==> config.mk <==
export PLATFORM = sky130hd
export DESIGN_NAME = gridwalk_ctrl
export DESIGN_NICKNAME = d
export VERILOG_FILES = /design/src/rtl/gridwalk_pkg.sv /design/src/rtl/gridwalk_cmd_fifo.sv /design/src/rtl/gridwalk_ctrl.sv
export SDC_FILE = /design/constraint.sdc
export NUM_CORES = 1
export LEC_CHECK = 0
export CELL_PAD_IN_SITES_DETAIL_PLACEMENT = 1
export CELL_PAD_IN_SITES_GLOBAL_PLACEMENT = 1
export CORE_UTILIZATION = 53
export DETAILED_ROUTE_END_ITERATION = 16
export DONT_BUFFER_PORTS = 1
export GPL_ROUTABILITY_DRIVEN = 1
export PLACE_DENSITY_LB_ADDON = 0.1
export SETUP_SLACK_MARGIN = 0.4
export SYNTH_ARGS = -nofsm -noshare
export SYNTH_HDL_FRONTEND = slang
export SYNTH_HIERARCHICAL = 1
export SYNTH_SLANG_ARGS = --single-unit
==> constraint.sdc <==
create_clock -name clk -period 3.8 [get_ports clk]
set_clock_uncertainty 0.2 [all_clocks]
set_input_delay 0.38 -clock clk [delete_from_list [all_inputs] [get_ports clk]]
set_output_delay 0.38 -clock clk [all_outputs]
set_load 0.1 [all_outputs]
==> src/rtl/gridwalk_pkg.sv <==
// Shared command encoding, grid limits and the saturating step helper
// for the grid-walk move sequencer.
package gridwalk_pkg;

    localparam logic [1:0] DIR_YP = 2'b00;
    localparam logic [1:0] DIR_YM = 2'b01;
    localparam logic [1:0] DIR_XP = 2'b10;
    localparam logic [1:0] DIR_XM = 2'b11;

    localparam logic [3:0] GRID_MAX = 4'd15;

    // Widen to 5 bits so both overflow past 15 and underflow below 0 are visible.
    function automatic logic [3:0] sat_step(input logic [3:0] pos,
                                            input logic [1:0] mag,
                                            input logic       minus);
        logic [4:0] sum;
        logic [3:0] res;
        sum = 5'd0;
        res = pos;
        if (minus) begin
            sum = {1'b0, pos} - {3'b000, mag};
            res = sum[4] ? 4'd0 : sum[3:0];
        end else begin
            sum = {1'b0, pos} + {3'b000, mag};
            res = (sum > {1'b0, GRID_MAX}) ? GRID_MAX : sum[3:0];
        end
        return res;
    endfunction

endpackage

==> src/rtl/gridwalk_cmd_fifo.sv <==
// Small synchronous command FIFO (DEPTH x 4 bits); status comes from the
// registered occupancy count.
module gridwalk_cmd_fifo #(
    parameter int DEPTH = 4
) (
    input  logic                     clk,
    input  logic                     rst_n,
    input  logic                     push,
    input  logic                     pop,
    input  logic [3:0]               din,
    output logic [3:0]               head,
    output logic [$clog2(DEPTH):0]   count,
    output logic                     full,
    output logic                     empty
);
    localparam int AW = $clog2(DEPTH);
    localparam int CW = AW + 1;

    logic [3:0]    mem [DEPTH];
    logic [AW-1:0] wr_ptr;
    logic [AW-1:0] rd_ptr;
    logic          push_ok;
    logic          pop_ok;

    assign full    = (count == CW'(DEPTH));
    assign empty   = (count == '0);
    assign push_ok = push & ~full;
    assign pop_ok  = pop & ~empty;
    assign head    = mem[rd_ptr];

    always_ff @(posedge clk) begin
        if (push_ok) begin
            mem[wr_ptr] <= din;
        end
    end

    // Pointers wrap naturally because DEPTH is a power of two.
    always_ff @(posedge clk or negedge rst_n) begin
        if (!rst_n) begin
            wr_ptr <= '0;
            rd_ptr <= '0;
            count  <= '0;
        end else begin
            if (push_ok) wr_ptr <= wr_ptr + AW'(1);
            if (pop_ok)  rd_ptr <= rd_ptr + AW'(1);
            case ({push_ok, pop_ok})
                2'b10:   count <= count + CW'(1);
                2'b01:   count <= count - CW'(1);
                default: count <= count;
            endcase
        end
    end

endmodule

==> src/rtl/gridwalk_ctrl.sv <==
// Grid-walk move sequencer: rotary/program arbitration into a command FIFO,
// paced execution and saturating {y,x} position on led.
module gridwalk_ctrl
    import gridwalk_pkg::*;
#(
    parameter int DEPTH       = 4,
    parameter int PACE_CYCLES = 1
) (
    input  logic       clk,
    input  logic       rst_n,
    input  logic       rot_event,
    input  logic [3:0] rot_cmd,
    input  logic       prog_valid,
    input  logic [3:0] prog_cmd,
    output logic       prog_ready,
    input  logic       clr_ovf,
    output logic [7:0] led,
    output logic       busy,
    output logic       ovf
);
    localparam int              PW        = (PACE_CYCLES > 1) ? $clog2(PACE_CYCLES) : 1;
    localparam logic [PW-1:0]   PACE_LOAD = PW'(PACE_CYCLES - 1);

    logic                   prev_rot;
    logic                   rot_pulse;
    logic                   push;
    logic                   pop;
    logic [3:0]             push_cmd;
    logic [3:0]             head;
    logic [$clog2(DEPTH):0] count;
    logic                   full;
    logic                   empty;
    logic [PW-1:0]          pace_cnt;
    logic [3:0]             pos_x;
    logic [3:0]             pos_y;

    // The rotary input cannot be back-pressured, so it always takes the push slot.
    assign rot_pulse  = rot_event & ~prev_rot;
    assign prog_ready = ~full & ~rot_pulse;
    assign push       = rot_pulse ? ~full : (prog_valid & prog_ready);
    assign push_cmd   = rot_pulse ? rot_cmd : prog_cmd;
    assign pop        = ~empty & (pace_cnt == '0);

    gridwalk_cmd_fifo #(.DEPTH(DEPTH)) u_fifo (
        .clk   (clk),
        .rst_n (rst_n),
        .push  (push),
        .pop   (pop),
        .din   (push_cmd),
        .head  (head),
        .count (count),
        .full  (full),
        .empty (empty)
    );

    always_ff @(posedge clk or negedge rst_n) begin
        if (!rst_n) begin
            prev_rot <= 1'b1;
            ovf      <= 1'b0;
            pace_cnt <= '0;
            pos_x    <= '0;
            pos_y    <= '0;
        end else begin
            prev_rot <= rot_event;
            if (rot_pulse & full) begin
                ovf <= 1'b1;
            end else if (clr_ovf) begin
                ovf <= 1'b0;
            end
            if (pop) begin
                pace_cnt <= PACE_LOAD;
                case (head[1:0])
                    DIR_YP:  pos_y <= sat_step(pos_y, head[3:2], 1'b0);
                    DIR_YM:  pos_y <= sat_step(pos_y, head[3:2], 1'b1);
                    DIR_XP:  pos_x <= sat_step(pos_x, head[3:2], 1'b0);
                    default: pos_x <= sat_step(pos_x, head[3:2], 1'b1);
                endcase
            end else if (pace_cnt != '0) begin
                pace_cnt <= pace_cnt - PW'(1);
            end
        end
    end

    assign led  = {pos_y, pos_x};
    assign busy = (count != '0);

endmodule

==> impl_metrics.toml, run 1 <==
[setup_path]
worst_ep_required_time_ns = 3.83
cp.arrival_ns = 2.71
crit_chain = "mux4_2, ha_1, fa_1, nand2b_1, o21ai_1, o221ai_1, o21a_1"
critical-path-slowest-cell = "mux4_2"
startpoint_type = "register"
slowest_delay_ns = 0.61
crit_type = "reg2reg"
worstPathMaxFanout = 6
end_kind = "register"

[layout]
nets = 211
syn_to_final_growth_pct = 13.0
layout-drive-gt1-share = 0.171
fill_cells = 364
diodes = 0

[routing]
routed_via_density = 5.72
ant_nets = 0
drt_iter0_drc = 64
first_pass_iters = 4
wl_per_cell_um = 18.4
drt_wl_total_um = 4180
vias = 1298
drc_errors = 0

[global_routing]
antenna_found_initial = 0
grt_max_degree = 18
track_usage = 0.247
grt_pass1_vias = 1497
gr-total-overflow = 0
grt_pass1_wl_um = 7270

[run_status]
outcome = "completed"

[sta]
finalCritPeriodShare = 0.704
fmax_mhz = 374
tightest_slew_ns = 1.13
relSlewSlack = 0.246
hold_viol_final = 0
slew_viol_final = 0
setup_viol = 0
tns_ns = 0
fin_crit_ns = 2.67
fin_ws_ns = 1.13
rsz0062_at_grt = "false"

[logic_synthesis]
synthTopCellsByArea = "edfxtp_1, dfrtp_1, ha_1"
synth_cell_types = 46
synthFlopType = "edfxtp_1"
syn-instance-count = 168
ys_seq_area_frac = 0.461
synth_area_sq_um = 1970
syn_area_per_cell_sq_um = 11.7
synthDominantCellAreaShare = 0.244
synth_top_area_cell = "edfxtp_1"
ys_ff_latch = 33
async_flop_share = 0.515
synthTopCellsByCount = "dfrtp_1, edfxtp_1, inv_1"
ys_warn_count = 6
synth_nets = 199
synth_edf_count = 16

[floorplanning]
core_area_sq_um = 3440
io_pins = 24
die_h_um = 63.0
rows = 21
die_area_sq_um = 3960
start_util = 0.572
die_x_um = 63.0

[clock_tree]
htree_levels = 2
cts_resized = 0
tritoncts = "yes"
clockRootBuffer = "clkbuf_8"
cts_buffers = 5
clock_latency_ns = 0.29
cts.sinks = 33
cts.path.max_buffers = 2
clk_pin_slew_ns = 0.08

[placement]
place_congestion = 0.826
pre_cts_ws_ns = 1.15
dp_hpwl_um = 3050
io_buffers = 0

[worst_hold_path]
hold_class = "in2reg"

[job]
drv_cap = 0
[registers in the layout (all words and copies together), names as in the netlist]
name	cells
u_fifo/count	3
u_fifo/rd_ptr	2
ovf	1
pos_x	4
u_fifo/mem	16
pos_y	4
u_fifo/wr_ptr	2
prev_rot	1
[placed cells by master (no fill, tap or decap), types with 5 or more instances in the layout]
cell type,Yosys,final
fa_1,5,5
inv_1,16,16
nand2_1,11,11
a21oi_1,6,6
o21ai_1,7,7
ha_1,13,13
edfxtp_1,16,16
clkbuf_8,0,5
dfrtp_1,16,16
buf_4,0,6
nand2b_1,5,5
nor2_1,11,10
[final cells by class]
cell class              count  area (sq um)  area share
clock buffers               5          68.8      0.0309
clock inverters             3          68.8      0.0309
inverters                  17          63.8      0.0287
multi-input cells         114           983       0.442
flip-flops and latches     33           907       0.408
well taps                  46          57.6      0.0259
repair buffers              9          75.1      0.0337
[metrics by stage]
stage / hold WS [ns] / cell area, sq um / utilization / cells
6_report: 0.175 / 2220 / 0.646 / 227
5_1_grt: 0.185 / 2220 / 0.646 / 227
4_1_cts: 0.170 / 2220 / 0.646 / 227
3_5_place_dp: -0.115 / 2060 / 0.598 / 216
3_3_place_gp: -0.115 / 2060 / 0.598 / 216
2_1_floorplan: -0.116 / 1970 / - / 168
[worst paths after layout]
path | startpoint | to | slack [ns] | cells past startpoint
setup / recovery | u_fifo/rd_ptr[0]$_DFFE_PN0P_ | pos_y[1]$_DFFE_PN0P_ | 1.13 | 7
hold reg to reg | u_fifo/count[2]$_DFFE_PN0P_ | u_fifo/count[2]$_DFFE_PN0P_ | 0.35 | 1
max in group asynchronous | rst_n | u_fifo/count[1]$_DFFE_PN0P_ | 2.45 | 1
hold / removal | prog_cmd[3] | u_fifo/mem[0][3]$_DFFE_PP_ | 0.17 | 1
setup reg to reg | u_fifo/rd_ptr[0]$_DFFE_PN0P_ | pos_y[1]$_DFFE_PN0P_ | 1.13 | 7
min in group asynchronous | rst_n | pos_y[2]$_DFFE_PN0P_ | 0.43 | 1
[repair_timing]
item / in CTS / in global routing
hold buffers: 3 / 0
setup endpoints to repair: 0 / 0
endpoints found under the hold margin: 19 / 0
setup buffers: 0 / 0
[worst max-delay path: cells and delay by family (launching register included)]
family	cells	cell delay [ns]
adder cells (fa/ha/maj)	2	0.69
multiplexers	1	0.61
flip-flops	1	0.53
AO/OA/AOI/OAI	3	0.48
AND/OR/NAND/NOR	1	0.10
[logic make-up after synthesis]
group | count (synthesis) | share of synthesized area
AO/OA/AOI/OAI | 34 | 0.120
XOR/XNOR | 6 | 0.0267
adder cells (fa/ha/maj) | 18 | 0.133
buffers and inverters | 21 | 0.0413
flip-flops | 33 | 0.461
multiplexers | 11 | 0.0864
AND/OR/NAND/NOR | 45 | 0.132
[per-layer routing]
| layer | part of all wire | vias up | track usage |
|---|---|---|---|
| li1 | - | 618 | - |
| met1 | 0.41 | 640 | 0.282 |
| met2 | 0.53 | 30 | 0.442 |
| met3 | 0.037 | 10 | 0.0566 |
| met4 | 0.022 | 0 | 0.0988 |
| met5 | 0 | - | 0 |
Power of run 1 is left out: the tool's default activity adds up to more than one toggle a clock period on the data nets, which glitch-free logic cannot reach.
==> run 2: changes to the inputs <==
--- a/config.mk
+++ b/config.mk
@@ -7,7 +7,7 @@
 export LEC_CHECK = 0
 export CELL_PAD_IN_SITES_DETAIL_PLACEMENT = 1
 export CELL_PAD_IN_SITES_GLOBAL_PLACEMENT = 1
-export CORE_UTILIZATION = 53
+export CORE_UTILIZATION = 45
 export DETAILED_ROUTE_END_ITERATION = 16
 export DONT_BUFFER_PORTS = 1
 export GPL_ROUTABILITY_DRIVEN = 1
==> constraint.sdc (replaced) <==
create_clock -name clk -period 2.3 [get_ports clk]
set_clock_uncertainty 0.2 [all_clocks]
set_input_delay 0.23 -clock clk [delete_from_list [all_inputs] [get_ports clk]]
set_output_delay 0.23 -clock clk [all_outputs]
set_load 0.1 [all_outputs]
==> impl_metrics.toml, run 2 (synthesized netlist as in run 1, its figures left out) <==
[setup_path]
worst_ep_required_time_ns = 2.27
r2r_start = "u_fifo/rd_ptr[0]$_DFFE_PN0P_"
worstPathMaxFanout = 5
crit_family = "multiplexers"
crit_chain = "mux4_2, ha_4, fa_2, nand2b_1, mux2i_1, o41ai_2"
crit_start = "u_fifo/rd_ptr[0]$_DFFE_PN0P_"
startpoint_type = "register"
cp.arrival_ns = 2.44
critPathBufInv = 0
end_kind = "register"
critical-path-slowest-cell = "mux4_2"
crit_type = "reg2reg"
slowest_delay_ns = 0.63

[sta]
tightest_slew_ns = 0.861
fmax_mhz = 405
hold_viol_final = 0
rsz0062_at_grt = "true"
fin_crit_ns = 2.47
setup_viol = 8
fin_ws_ns = -0.166
slew_viol_final = 0
finalCritPeriodShare = 1.07
relSlewSlack = 0.424

[placement]
placed_area_sq_um = 2200
placed_cells = 235
dp_hpwl_um = 3160
place_congestion = 0.821
io_buffers = 0

[layout]
final_area_sq_um = 2560
largest_reg_flops = 16
reg_top3 = "u_fifo/mem x16, pos_x x4, pos_y x4"
syn_to_final_growth_pct = 29.9
mostFrequentLayoutCells = "buf_4, edfxtp_1, inv_1"
final_util = 0.626
top_register = "u_fifo/mem"
diodes = 0
layout-drive-gt1-share = 0.407
nets = 234
layout_commonest_cell = "buf_4"
stdcell_count = 254

[job]
drv_cap = 0

[floorplanning]
die_area_sq_um = 4650
start_util = 0.482
die_x_um = 68.2
io_pins = 24
rows = 23
core_area_sq_um = 4090
die_h_um = 68.2

[clock_tree]
htree_levels = 2
cts.path.max_buffers = 2
clockRootBuffer = "clkbuf_8"
cts_buffers = 5
cts.sinks = 33
clock_latency_ns = 0.29
clk_pin_slew_ns = 0.07
tritoncts = "yes"

[routing]
ant_nets = 0
drt_iter0_drc = 56
first_pass_iters = 4
vias = 1393
wl_per_cell_um = 18.3
drc_errors = 0
drt_wl_total_um = 4660
routed_via_density = 5.48

[global_routing]
grt_max_degree = 18
grt_pass1_vias = 1436
gr-total-overflow = 0
grt_pass1_wl_um = 7030
track_usage = 0.219
antenna_found_initial = 0

[worst_hold_path]
hold_class = "in2reg"
min_from = "prog_cmd[2]"

[run_status]
outcome = "complete, but fails checks"
violations = "setup timing"
## run 2: cell count changes in the layout (fill, tap and decap cells not counted), moves of 3 or more
cell / change
buf_4: +18
buf_6: +5
dfrtp_1: -5
dfrtp_2: +5
fa_1: -5
fa_2: +5
ha_1: -4
ha_4: +3
inv_1: -3
inv_2: +3
## run 2: timing repair
| item | CTS | global route |
|---|---|---|
| pin swaps | 10 | 6 |
| endpoints found under the hold margin | 19 | 0 |
| endpoints found under the setup margin | 12 | 11 |
| hold buffers | 3 | 0 |
| gates resized for setup | 15 | 15 |
| buffers inserted | 8 | 0 |
## run 2: path summary, 6_finish.rpt
check,cells after the start,slack (ns),to
worst min register to register,2,0.38,pos_x[0]$_DFFE_PN0P_
worst max-delay path,6,-0.17,pos_y[3]$_DFFE_PN0P_
worst min-delay path,1,0.02,u_fifo/mem[2][2]$_DFFE_PP_
min in group asynchronous,1,0.29,pos_x[0]$_DFFE_PN0P_
worst max register to register,6,-0.17,pos_y[3]$_DFFE_PN0P_
max in group asynchronous,1,1.02,u_fifo/count[0]$_DFFE_PN0P_
## run 2: per-stage QoR
stage / TNS, ns / setup slack [ns] / hold WS, ns
floorplan: -0.0354 / -0.0186 / -0.266
global placement: -0.0738 / -0.0583 / -0.265
detailed placement: -0.317 / -0.0875 / -0.265
CTS: -0.605 / -0.0903 / 0.0186
global route: -1.52 / -0.241 / 0.0287
finish: -0.716 / -0.166 / 0.0225
## run 2: per-layer routing
layer	part of all wire	vias to the layer above	GRT usage
li1	-	663	-
met2	0.52	25	0.381
met5	0	-	0
met1	0.44	697	0.265
met3	0.026	8	0.0400
met4	0.014	0	0.0859
## run 2: final cells by class
| cell class | count | area [sq um] |
|---|---|---|
| sequential | 33 | 913 |
| clock inverter | 3 | 46.3 |
| multi-input combinational | 114 | 1140 |
| inverter | 17 | 63.8 |
| clock buffer | 5 | 68.8 |
| fill | 419 | 1530 |
| timing repair buffer | 32 | 267 |
| tap | 50 | 62.6 |
Power of run 2 is left out for the same reason.
==> run 3: changes to the inputs <==
--- a/config.mk
+++ b/config.mk
@@ -7,11 +7,12 @@
 export LEC_CHECK = 0
 export CELL_PAD_IN_SITES_DETAIL_PLACEMENT = 1
 export CELL_PAD_IN_SITES_GLOBAL_PLACEMENT = 1
-export CORE_UTILIZATION = 45
+export CORE_UTILIZATION = 50
 export DETAILED_ROUTE_END_ITERATION = 16
 export DONT_BUFFER_PORTS = 1
 export GPL_ROUTABILITY_DRIVEN = 1
 export PLACE_DENSITY_LB_ADDON = 0.1
+export REMOVE_ABC_BUFFERS = 1
 export SETUP_SLACK_MARGIN = 0.4
 export SYNTH_ARGS = -nofsm -noshare
 export SYNTH_HDL_FRONTEND = slang
==> constraint.sdc (replaced) <==
create_clock -name clk -period 2.5 [get_ports clk]
set_clock_uncertainty 0.2 [all_clocks]
set_input_delay 0.25 -clock clk [delete_from_list [all_inputs] [get_ports clk]]
set_output_delay 0.25 -clock clk [all_outputs]
set_load 0.1 [all_outputs]
==> impl_metrics.toml, run 3 (synthesized netlist as in run 1, its figures left out) <==
[setup_path]
crit_type = "reg2reg"
cp.arrival_ns = 2.37
end_kind = "register"
worstPathMaxFanout = 4
startpoint_type = "register"
r2r_end = "pos_x[1]$_DFFE_PN0P_"
setup.worst_path.end = "pos_x[1]$_DFFE_PN0P_"
r2r_cells = 6
worst_ep_required_time_ns = 2.47
crit_start = "u_fifo/rd_ptr[0]$_DFFE_PN0P_"
r2r_start = "u_fifo/rd_ptr[0]$_DFFE_PN0P_"
r2r_setup_slack_ns = 0.1

[placement]
dp_hpwl_um = 2950
placed_cells = 227
placed_area_sq_um = 2130
place_congestion = 0.865
io_buffers = 0

[floorplanning]
start_util = 0.530
die_area_sq_um = 4190
core_area_sq_um = 3720
die_x_um = 64.8
die_h_um = 64.8
io_pins = 24
rows = 22

[routing]
drc_errors = 0
drt_wl_total_um = 5240
vias = 1463
routed_via_density = 5.92
wl_per_cell_um = 21.2
ant_nets = 0
drt_iter0_drc = 146
first_pass_iters = 4

[clock_tree]
tritoncts = "yes"
cts.path.max_buffers = 2
htree_levels = 2
cts_buffers = 5
clk_pin_slew_ns = 0.08
clock_latency_ns = 0.30
clockRootBuffer = "clkbuf_8"
cts.sinks = 33

[sta]
slew_viol_final = 0
fmax_mhz = 416
hold_ws_ns = 0.0121
relSlewSlack = 0.377
finalCritPeriodShare = 0.961
tightest_slew_ns = 0.937
hold_viol_final = 0
fin_crit_ns = 2.40
rsz0062_at_grt = "true"
setup_viol = 0
tns_ns = 0

[layout]
reg_top3 = "u_fifo/mem x16, pos_x x4, pos_y x4"
syn_to_final_growth_pct = 24.5
fill_cells = 389
mostFrequentLayoutCells = "buf_4, edfxtp_1, inv_1"
diodes = 0
nets = 229
largest_reg_flops = 16
final_area_sq_um = 2450
layout_commonest_cell = "buf_4"
layout-drive-gt1-share = 0.337
top_register = "u_fifo/mem"
stdcell_count = 247

[global_routing]
grt_most_used_layer = "met2"
use_met1 = 0.330
grt_pass1_wl_um = 8000
grt_max_degree = 18
gr-total-overflow = 0
antenna_found_initial = 0
track_usage = 0.258
grt_use_met2 = 0.453
met3_usage = 0.0440
grt_pass1_vias = 1556

[worst_hold_path]
hold_class = "in2reg"

[job]
drv_cap = 0

[run_status]
outcome = "completed"
==> run 3: changes by cell type in the layout (fill, tap and decap cells not counted), sizes merged <==
cell	previous run	this run
inv	17	18
bufinv	1	2
buf	29	24
clkinv	1	0
clkinvlp	1	0
==> run 3: worst max-delay path: stages, from the launching register on <==
cell and delay, ns:
dfrtp_2 0.41, mux4_2 0.57, ha_1 0.25, fa_2 0.56, a21oi_1 0.05, o2bb2ai_1 0.16, o21ai_1 0.07
==> run 3: worst min path at each step <==
stage           startpoint                            to  slack (ns)  cells after the start
4_1_cts        prog_cmd[0]    u_fifo/mem[1][0]$_DFFE_PP_        0.02                      1
3_3_place_gp         rst_n          pos_y[0]$_DFFE_PN0P_       -0.24                      0
2_1_floorplan        rst_n               ovf$_DFFE_PN0P_       -0.25                      0
5_1_grt        prog_cmd[1]    u_fifo/mem[2][1]$_DFFE_PP_        0.03                      1
3_5_place_dp         rst_n  u_fifo/rd_ptr[0]$_DFFE_PN0P_       -0.24                      0
6_report       prog_cmd[0]    u_fifo/mem[0][0]$_DFFE_PP_        0.01                      1
==> run 3: final cells by class <==
type                            instances  area [sq um]  area share
Clock inverter                          3          68.8      0.0281
Inverter                               17          63.8      0.0260
Sequential cell                        33           911       0.371
Clock buffer                            5          68.8      0.0281
Timing Repair Buffer                   27           230      0.0939
Multi-Input combinational cell        114          1050       0.428
Tap cell                               48          60.1      0.0245
==> run 3: stage by stage <==
stage,setup WS (ns),utilization
floorplan,0.0476,-
global route,-0.00523,0.660
CTS,0.158,0.644
finish,0.0979,0.660
detailed placement,-0.0155,0.572
global placement,0.0194,0.572
==> run 3: what timing repair did <==
action | in CTS | in global routing
setup buffers | 6 | 3
hold endpoints to repair | 19 | 0
pin swaps | 3 | 2
setup endpoints to repair | 27 | 11
hold buffers | 3 | 0
gates resized for setup | 15 | 9
==> run 3: per-layer routing <==
layer	part of all wire	up-vias
met5	0	-
met3	0.056	19
met1	0.41	723
li1	-	653
met2	0.50	68
met4	0.031	0
Power of run 3 is left out for the same reason.
